[config.mk]
export PLATFORM = sky130hd
export DESIGN_NAME = pulse_train_gen
export DESIGN_NICKNAME = d
export VERILOG_FILES = /design/src/rtl/pulse_train_gen.sv
export SDC_FILE = /design/constraint.sdc
export NUM_CORES = 1
export LEC_CHECK = 0
export CORE_MARGIN = 10
export CORE_UTILIZATION = 55
export CTS_BUF_LIST = sky130_fd_sc_hd__clkbuf_8
export CTS_CLUSTER_DIAMETER = 120
export DETAILED_ROUTE_END_ITERATION = 6
export GPL_TIMING_DRIVEN = 0
export HOLD_SLACK_MARGIN = 0.03
export PLACE_DENSITY_LB_ADDON = 0.15
export SYNTH_ARGS = -nofsm -noshare
export SYNTH_HDL_FRONTEND = slang
export SYNTH_SLANG_ARGS = --single-unit
[constraint.sdc]
create_clock -name clk -period 3.1 [get_ports clk]
set_clock_uncertainty 0.15 [all_clocks]
set_input_delay 0.31 -clock clk [delete_from_list [all_inputs] [get_ports clk]]
set_output_delay 0.31 -clock clk [all_outputs]
set_load 0.02 [all_outputs]
[src/rtl/pulse_train_gen.sv]
// Programmable pulse-train generator: continuous or N-pulse burst output, start/stop control,
// period/width reloaded only at period boundaries so updates never truncate a pulse.
module pulse_train_gen #(
    parameter int N = 8,
    parameter int M = 8
) (
    input  logic         clk,
    input  logic         rst,
    input  logic         ena,
    input  logic         start,
    input  logic         stop,
    input  logic         mode,
    input  logic [N-1:0] period,
    input  logic [N-1:0] width,
    input  logic [M-1:0] burst,
    output logic         out,
    output logic         busy,
    output logic         done
);

    typedef enum logic {IDLE, RUN} state_t;

    state_t       state;
    logic [N-1:0] cnt;
    logic [N-1:0] per_q;
    logic [N-1:0] wid_q;
    logic [M-1:0] left_q;
    logic         mode_q;

    always_ff @(posedge clk) begin
        if (rst) begin
            state  <= IDLE;
            cnt    <= '0;
            per_q  <= '0;
            wid_q  <= '0;
            left_q <= '0;
            mode_q <= 1'b0;
            done   <= 1'b0;
        end else if (!ena) begin
            done <= 1'b0;
        end else begin
            done <= 1'b0;
            case (state)
                IDLE: begin
                    if (start) begin
                        if (mode && (burst == '0)) begin
                            done <= 1'b1;
                        end else begin
                            state  <= RUN;
                            cnt    <= '0;
                            per_q  <= period;
                            wid_q  <= width;
                            mode_q <= mode;
                            left_q <= burst;
                        end
                    end
                end
                RUN: begin
                    // stop takes priority over a wrap in the same cycle
                    if (stop) begin
                        state <= IDLE;
                        cnt   <= '0;
                    end else if (cnt == per_q) begin
                        cnt   <= '0;
                        per_q <= period;
                        wid_q <= width;
                        if (mode_q) begin
                            left_q <= left_q - 1'b1;
                            if (left_q == {{(M-1){1'b0}}, 1'b1}) begin
                                state <= IDLE;
                                done  <= 1'b1;
                            end
                        end
                    end else begin
                        cnt <= cnt + 1'b1;
                    end
                end
                default: state <= IDLE;
            endcase
        end
    end

    assign busy = (state == RUN);
    assign out  = (state == RUN) && (cnt < wid_q);

endmodule

==> metrics.csv, run 1 <==
stage;metric;value;unit
worst_setup_path;RR Startpoint;cnt[2];
yosys;post-synthesis cell count;248;
drt;routed wire length;5197;um
sta;max-slew violation total from the final report;0;
cts;Worst-path clk slew;0.07;ns
finish;Multi-input gate area;1292;um^2
cts;total CTS buffers;5;
global_route;GR Util All Layers;16.25;%
yosys;largest area contributor in the synthesized netlist;dfxtp_1;
finish;Reg area;701.9;um^2
worst_hold_path;hold_sp;wid_q[3];
worst_setup_path;CP delay by family, top;buffers and inverters;
place;detailed placement HPWL;3983;um
power;pwr/cell area;410.6;nW/um^2
worst_setup_path;critical path's slowest cell;clkdlybuf4s50_1;
yosys;Top FF cell, synth;dfxtp_1;
worst_setup_path;Worst EP arrival;2.48;ns
drt;M1 WL;2377;um
finish;synth-to-layout area growth;21.87;%
floorplan;die area;6689;um^2
cts;CTS tree;built;
finish;non-filler cells in the finished layout;334;
sta;Final Cycle Share;94.98;%
yosys;top cell type's share of synthesized area;33.37;%
sta;RSZ-0062 raised after global routing;false;
worst_setup_path;CP Launch Type;flip-flop;
global_route;antenna violations before repair;0;
global_route;Congestion Overflow GR;0;
place;routability cong.;0.9357;
drt;wire length on met3;436;um
drt;Top Metal Used;met4;
sta;setup violators final;0;
place;placed cell count;327;
worst_setup_path;Crit Path Max Fanout;10;
worst_hold_path;hold crit path type;flip-flop to flip-flop;
floorplan;height of the die;81.79;um
yosys;Seq/Total Area, Yosys;33.37;%
worst_setup_path;Crit Path Category;flip-flop to output pin;
finish;share of layout cells above drive strength 1;8.042;%
yosys;Post-synth EDFFs;0;
worst_setup_path;largest stage delay on the critical path;0.65;ns
cts;Root Driver;clkbuf_8;
finish;post-route cell area;2559;um^2
power;overall power;1051;uW
cts;clock tree buffer depth;2;
finish;Nets;326;
cts;deepest level of the CTS H-tree;2;
floorplan;Rows;22;
drt;via count;1916;
job;maxcap violations;0;
global_route;first-pass GRT wire length;8542;um
yosys;Async S/R FF share, synth;0;%
finish;ant diodes;0;
finish;Fillers;321;
power;leakage;0.0009430;uW
floorplan;die width;81.79;um
sta;Final Critical Period;2.944;ns
sta;worst hold slack;0.3059;ns
worst_setup_path;Req. time, crit path;2.64;ns
yosys;Post-Syn Area;2100;um^2
worst_setup_path;CP Buf/Inv Count;3;
drt;Post-DRT Antenna Nets;0;
outcome;outcome;finished, final reports clean;
sta;Peak Freq;339.6;MHz
cts;clk sinks;35;
place;post-placement cell area;2470;um^2
global_route;largest net degree at the start of global routing;11;
floorplan;starting density of the core;56.92;%
floorplan;core area;3689;um^2
sta;Setup TNS Final;0;ns
yosys;#FFs+latches synth;35;
drt;drt pass-1 iters;4;
yosys;post-synth net total;288;
sta;Worst-Margin Slew;0.8370;ns
drt;met2 wire len;2265;um
power;Peak supply drop;0.2711;mV
yosys;Netlist cell types;51;
drt;DRC viols;0;
yosys;Yosys Warn Count;0;
cts;Worst-Skew Late Latency;0.29;ns
worst_setup_path;Cell Chain, Critical Path;inv_1, clkbuf_1, or4_1, o21ai_0, clkdlybuf4s50_1;
drt;drt wl/cell;15.56;um
sta;max_slew headroom;43.46;%
drt;via/cell ratio;5.737;
yosys;Avg Inst Size Synth;8.466;um^2
floorplan;I/O pin count;33;
worst_setup_path;Setup crit end kind;output pin;
place;IO buf count;31;
sta;Hold Vio Cnt, Final;0;
global_route;vias in the first global route;1780;
yosys;top cells by area, synth;dfxtp_1 33%, mux2i_1 8.6%, nand2_1 8.0%;
drt;Initial DRC Count;244;
cts;post-CTS setup buffer count;0;
cts;CTS Hold Bufs;0;
worst_setup_path;worst setup path startpoint;busy;
==> per-stage QoR <==
step / utilization (%) / setup slack [ns]
finish: 69.37 / 0.1557
global route: 69.37 / 0.02451
CTS: 69.34 / 0.04302
detailed placement: 66.96 / 0.3579
global placement: 66.96 / 0.3695
floorplan: - / 0.8376
==> timing repair <==
action | in CTS | in global routing
hold endpoints to repair | 0 | 0
setup endpoints to repair | 0 | 1
resized for setup | 0 | 1
==> sequential cells by signal, summed over array words and instances (netlist names) <==
register  count
mode_q        1
done          1
per_q         8
wid_q         8
left_q        8
busy          1
cnt           8
==> final cells by class <==
cell class                      instances  area share, %
Multi-Input combinational cell        189          50.51
Tap cell                               48          2.347
Buffer                                 10          2.103
Clock inverter                          1         0.1956
Inverter                               14          2.054
Clock buffer                            6          3.227
Sequential cell                        35          27.43
Timing Repair Buffer                   31          12.13
==> logic make-up (layout without fill, tap and decap cells) <==
logic type               after synthesis  count (layout)  synth area share, %
adder cells (fa/ha/maj)               10              10                5.959
buffers and inverters                 24              62                5.065
AND/OR/NAND/NOR                      108             108                25.98
AO/OA/AOI/OAI                         38              38                14.78
XOR/XNOR                              15              15                6.257
flip-flops                            35              35                33.37
multiplexers                          18              18                8.582
==> layout by cell type, fill, tap and decap left out, types with 2 or more instances in the layout <==
master / instances
buf_6: 2
nor2_1: 14
dfxtp_1: 34
nand3_1: 4
xnor2_1: 10
a21oi_1: 4
clkbuf_1: 7
clkdlybuf4s50_1: 31
nand2_1: 45
nand4b_1: 2
xor2_1: 5
a21o_1: 3
nand3b_1: 3
nor3b_1: 2
a31oi_1: 4
and4_1: 2
ha_1: 10
nand4_1: 9
inv_1: 13
o22a_1: 2
and3b_1: 2
nor3_1: 8
or2_2: 2
clkbuf_8: 6
and3_1: 4
o221ai_1: 2
nand2b_1: 3
mux2i_1: 18
nor4_1: 3
o21ai_0: 7
==> Yosys cell counts, types with 3 or more instances <==
cell type   n
nor4_1      3
and3_1      4
inv_1      13
o21ai_0     7
nand4_1     9
a21oi_1     4
nand3b_1    3
ha_1       10
dfxtp_1    35
nand3_1     4
xor2_1      5
a31oi_1     4
nand2b_1    3
a21o_1      3
xnor2_1    10
clkbuf_1    7
mux2i_1    18
nor2_1     14
nand2_1    45
nor3_1      8
==> report_power, final <==
part / internal [uW] / leakage, uW / switching, uW
registers: 473 / 0.000286 / 23.6
logic: 103 / 0.000610 / 114
clock network: 174 / 0.0000470 / 163
==> worst paths after layout <==
kind,to,slack (ns),cells past startpoint
min reg2reg,wid_q[3],0.31,2
max reg2reg,per_q[3],0.77,7
max,out,0.16,5
min,wid_q[3],0.31,2
==> metal layers <==
layer | vias to the layer above | track usage (%)
met5 | - | 0
met4 | 0 | 7.143
met3 | 9 | 4.585
met2 | 77 | 24.76
met1 | 867 | 20.88
li1 | 963 | -
==> worst min-delay path: cells and delay by family (launching register included) <==
kind / cells / cell delay [ns]
flip-flops: 1 / 0.31
AND/OR/NAND/NOR: 1 / 0.05
multiplexers: 1 / 0.05
(Power assumes the default switching activity.)
==> run 2: changes to the inputs <==
CORE_UTILIZATION = 60   (was 55)
CTS_CLUSTER_SIZE = 28   (was not set)
==> metrics.csv, run 2 (synthesized netlist as in run 1, its figures left out) <==
stage;metric;value;unit
sta;Final Critical Period;2.960;ns
global_route;Congestion Overflow GR;0;
power;Sequential Power Share;47.9;%
global_route;met2 Resource Use GR;26.51;%
cts;Worst-Skew Late Latency;0.29;ns
global_route;GRT busiest layer;met2;
drt;DRC viols;0;
global_route;largest net degree at the start of global routing;12;
worst_setup_path;Setup crit end kind;output pin;
drt;via count;1912;
drt;routed wire length;5103;um
floorplan;I/O pin count;33;
drt;drt wl/cell;15.32;um
power;Psw;309.1;uW
finish;synth-to-layout area growth;21.63;%
drt;Initial DRC Count;155;
cts;CTS tree;built;
cts;post-CTS setup buffer count;0;
sta;Final Cycle Share;95.49;%
worst_hold_path;hold crit path type;input port to flip-flop;
sta;max_slew headroom;41.75;%
power;overall power;1039;uW
sta;Peak Freq;337.8;MHz
power;Peak supply drop;0.3128;mV
sta;worst hold slack;0.2764;ns
cts;Worst-path clk slew;0.07;ns
finish;final core occ;75.93;%
sta;Hold Vio Cnt, Final;0;
worst_setup_path;Crit Path Max Fanout;10;
drt;via/cell ratio;5.742;
finish;most frequent cells in the layout;45 x nand2_1, 34 x dfxtp_1, 31 x clkdlybuf4s50_1;
cts;total CTS buffers;5;
floorplan;die area;6266;um^2
power;pwr/cell area;406.8;nW/um^2
finish;Nets;326;
place;IO buf count;31;
floorplan;height of the die;79.16;um
power;Net Sw Frac;29.75;%
floorplan;die width;79.16;um
place;routability cong.;0.8859;
cts;clk sinks;35;
drt;Post-DRT Antenna Nets;0;
global_route;met1 usage;21.53;%
power;Int Pwr;729.8;uW
floorplan;Rows;21;
floorplan;core area;3363;um^2
global_route;GR Util All Layers;16.76;%
worst_setup_path;CP Launch Type;flip-flop;
job;maxcap violations;0;
worst_setup_path;Crit Path Category;flip-flop to output pin;
global_route;GR Layer Usage met3;4.279;%
place;detailed placement HPWL;3936;um
global_route;first-pass GRT wire length;8645;um
global_route;vias in the first global route;1841;
cts;clock tree buffer depth;2;
power;leakage;0.0009413;uW
cts;deepest level of the CTS H-tree;2;
sta;Worst-Margin Slew;0.8624;ns
power;combinational power share;20.6;%
sta;setup violators final;0;
worst_setup_path;Req. time, crit path;2.64;ns
sta;Setup TNS Final;0;ns
finish;commonest non-fill, non-tap cell in the layout;nand2_1;
finish;ant diodes;0;
outcome;outcome;finished, final reports clean;
sta;RSZ-0062 raised after global routing;false;
finish;share of layout cells above drive strength 1;8.014;%
cts;Root Driver;clkbuf_8;
worst_setup_path;Worst EP arrival;2.50;ns
sta;max-slew violation total from the final report;0;
floorplan;starting density of the core;62.43;%
drt;drt pass-1 iters;4;
global_route;antenna violations before repair;0;
power;Clock power frac;31.5;%
## run 2: changes by cell type in the layout (fill, tap and decap cells not counted)
cell / delta
clkinvlp_4: +1
clkbuf_8: -1
inv_1: +1
## run 2: path summary, 6_finish.rpt
kind              cells past startpoint  slack [ns]      from        to
setup / recovery                      5        0.14      busy       out
hold / removal                        2        0.28       ena      busy
hold reg to reg                       2        0.31  wid_q[5]  wid_q[5]
setup reg to reg                      7        0.75    cnt[0]  per_q[7]
## run 2: routing by layer
| metal | up-vias | part of all wire (%) |
|---|---|---|
| li1 | 963 | - |
| met1 | 888 | 48 |
| met2 | 56 | 45 |
| met3 | 5 | 5.3 |
| met4 | 0 | 0.94 |
| met5 | - | 0 |
## run 2: area by class of cell
| class | instances | area [um^2] |
|---|---|---|
| plain buffers | 10 | 53.80 |
| clock buffers | 5 | 68.82 |
| clock inverters | 3 | 16.27 |
| fillers | 279 | 809.5 |
| inverters | 14 | 52.55 |
| multi-input cells | 189 | 1292 |
| flip-flops and latches | 35 | 701.9 |
| well taps | 46 | 57.56 |
| repair buffers | 31 | 310.3 |
## run 2: timing repair
item	CTS	global route
gates resized for setup	0	1
setup endpoints to repair	0	1
hold buffers	0	0
## run 2: power groups by stage
stage	combinational, uW	sequential, uW	clock, uW
3_5_place_dp	212	507	0
6_report	214	498	327
5_1_grt	236	500	345
4_1_cts	213	497	327
3_3_place_gp	208	506	0
2_1_floorplan	137	501	0
## run 2: per-stage QoR
stage,setup slack (ns),std cells,instance area [um^2]
after floorplan,0.8376,248,2100
after global placement,0.3848,325,2467
after detailed placement,0.3909,325,2467
after CTS,0.04343,333,2552
after global routing,0.05215,333,2554
final,0.1397,333,2554
## run 2: critical path, stage by stage (launching register included)
cell	delay (ns)
dfxtp_2	0.43
inv_1	0.08
clkbuf_1	0.23
or4_1	0.55
o21ai_0	0.26
clkdlybuf4s50_1	0.66
==> variant, RTL diff (settings of run 1) <==
The parameter `N` goes from 8 to 4.
--- a/src/rtl/pulse_train_gen.sv
+++ b/src/rtl/pulse_train_gen.sv
@@ -1,7 +1,7 @@
 // Programmable pulse-train generator: continuous or N-pulse burst output, start/stop control,
 // period/width reloaded only at period boundaries so updates never truncate a pulse.
 module pulse_train_gen #(
-    parameter int N = 8,
+    parameter int N = 4,
     parameter int M = 8
 ) (
     input  logic         clk,
Interface: changed (resized period and width); port bits go from 33 to 25. No check against the original RTL was run, so the function may have changed too.
==> variant against run 1 <==
Core utilization increased by 1.7 points. Combinational power fell by 20%. Final area shrank 31%. Wire length decreased by 29%. Largest power group unchanged. Worst setup slack better by 0.20 ns. Via count decreased by 28%. Sequential cell count is 12 lower. Non-clock buffer count is 11 lower. Synthesized area fell by 32%. Critical path type unchanged. Clock power shrank 45%. Count of clock-buffer cells in the layout down 3. Synthesized cell count shrank 32%. Power decreased by 35%.
==> variant: results (changes against run 1) <==
Synth
  • FF+latch count, synth: 23 (was 35)
  • Post-synth EDFFs: 0 (unchanged)
  • Synth Area in XOR/XNOR: 0.04874 (was 0.06257)
  • Mapped Nets: 196 (was 288)
  • Asr flop ratio synth: 0 (unchanged)
  • Synth top cells by count: dfxtp_1, nand2b_1, nor2_1, mux2i_1 (was nand2_1, dfxtp_1, mux2i_1, nor2_1, inv_1)
  • Seq/Total Area, Yosys: 0.3203 (was 0.3337)
  • Post-synthesis mux area share: 0.07659 (was 0.08582)
  • Synth top area cells: dfxtp_1, nand2b_1, mux2i_1, ha_1, a21oi_1 (was dfxtp_1, mux2i_1, nand2_1, ha_1, xnor2_1)
  • Count of cell types in the netlist: 39 (was 51)
  • Post-synthesis compound-gate area fraction: 0.1854 (was 0.1478)
  • Post-Synth Adder-Cell Area: 0.05222 (was 0.05959)

Placement
  • Post-DP Area: 1715 um2 (was 2470 um2)
  • Hpwl dp: 2.785 mm (was 3.983 mm)
  • GPL Wtd Cong: 0.8428 (was 0.9357)
  • Buffers added on ports: 24 (was 31)

Worst setup path
  • CP delay by family, top: buffers and inverters (unchanged)
  • Slowest CP cell: clkdlybuf4s50_1 (unchanged)
  • Crit path max fanout: 5 (was 10)
  • CP peak stage delay: 0.67 ns (was 0.65 ns)
  • Flop2flop setup slack: 0.80 ns (was 0.77 ns)
  • Worst EP arrival: 2.28 ns (was 2.48 ns)

Routing
  • Detail Route met3 WL: 239 um (was 436 um)
  • Drt first pass iters: 4 (unchanged)
  • DR vias/cell: 6.088 (was 5.737)
  • Metal2 WL: 1.766 mm (was 2.265 mm)
  • DR top layer: met4 (unchanged)
  • Wire length on met1: 1.685 mm (was 2.377 mm)
  • Routed WL: 3.698 mm (was 5.197 mm)
  • Initial drt markers: 143 (was 244)

Clocking
  • Setup Buffers After CTS: 0 (unchanged)
  • Root buffer cell: clkbuf_8 (unchanged)
  • Num CTS Buffers: 3 (was 5)
  • Post-CTS Resized: 0 (unchanged)
  • Clock transition at path regs: 0.08 ns
  • Clk_lat worst skew: 0.26 ns (was 0.29 ns)
  • CTS H-tree lvls: 1 (was 2)

Finish
  • Max reg flops: 8
  • Nets: 225 (was 326)
  • Layout cells sized above 1: 0.05612 (was 0.08042)
  • Diode count: 0 (unchanged)
  • Largest Register: left_q

Global route
  • Initial antenna violation count: 0 (unchanged)
  • Largest net degree at the start of global routing: 14 (was 11)
  • First-pass GRT wire length: 6.196 mm (was 8.542 mm)
  • Total GRT Usage: 0.1432 (was 0.1625)
  • Vias in the first global route: 1,304 (was 1,780)

Timing
  • Max Slew Vio Count: 0 (unchanged)
  • Worst slew pin tran: 0.7277 ns (was 0.8370 ns)

Power
  • Static Leak: 0.6470 nW (was 0.9430 nW)
  • Peak supply drop: 0.0003494 V (was 0.0002711 V)

Outcome
  • Outcome: finished clean (unchanged)

Hold path
  • Hold WC Path Type: reg2reg (unchanged)
## variant: changes by cell type in the layout (fill, tap and decap cells not counted), moves of 4 or more
cell	delta
or3_1	+4
a21oi_1	+5
nor3_1	-5
nand4_1	-8
xnor2_1	-7
ha_1	-4
mux2i_1	-7
dfxtp_1	-11
inv_1	-6
nand2_1	-37
and3_1	-4
nand2b_1	+16
clkdlybuf4s50_1	-7
## variant: cell type report
cell class	instances	area, um2
clock buffers	3	41.29
multi-input cells	132	927.1
repair buffers	24	240.2
clock inverters	1	5.005
plain buffers	6	23.77
flip-flops and latches	23	460.4
inverters	7	26.28
well taps	30	37.54
fillers	208	715.7
## variant: path summary, 6_finish.rpt
path	start	end	cells past startpoint
worst max-delay path	cnt[1]	out	5
worst min-delay path	mode_q	mode_q	2
worst max register to register	cnt[0]	left_q[0]	5
worst min register to register	mode_q	mode_q	2
## variant: per-stage QoR
stage | instances | util | total power, mW | hold slack [ns] | setup WS [ns]
floorplan | 168 | - | 0.4385 | 0.2950 | 1.130
global placement | 222 | 0.6924 | 0.4958 | 0.3096 | 0.5459
detailed placement | 222 | 0.6924 | 0.5024 | 0.3147 | 0.5037
CTS | 226 | 0.7111 | 0.6889 | 0.3269 | 0.3135
global route | 226 | 0.7111 | 0.7238 | 0.3642 | 0.2640
finish | 226 | 0.7111 | 0.6863 | 0.3295 | 0.3592
## variant: power by group
part	internal, mW	total, mW	switching (mW)	leakage (nW)
Sequential	0.311	0.324	0.0135	0.188
Clock	0.0897	0.187	0.0978	0.0255
Combinational	0.0822	0.174	0.0922	0.434
## variant: layer usage
metal,vias up,GRT usage
met4,0,0.01720
met1,657,0.1952
met3,2,0.03208
met2,52,0.2295
met5,-,0
li1,665,-
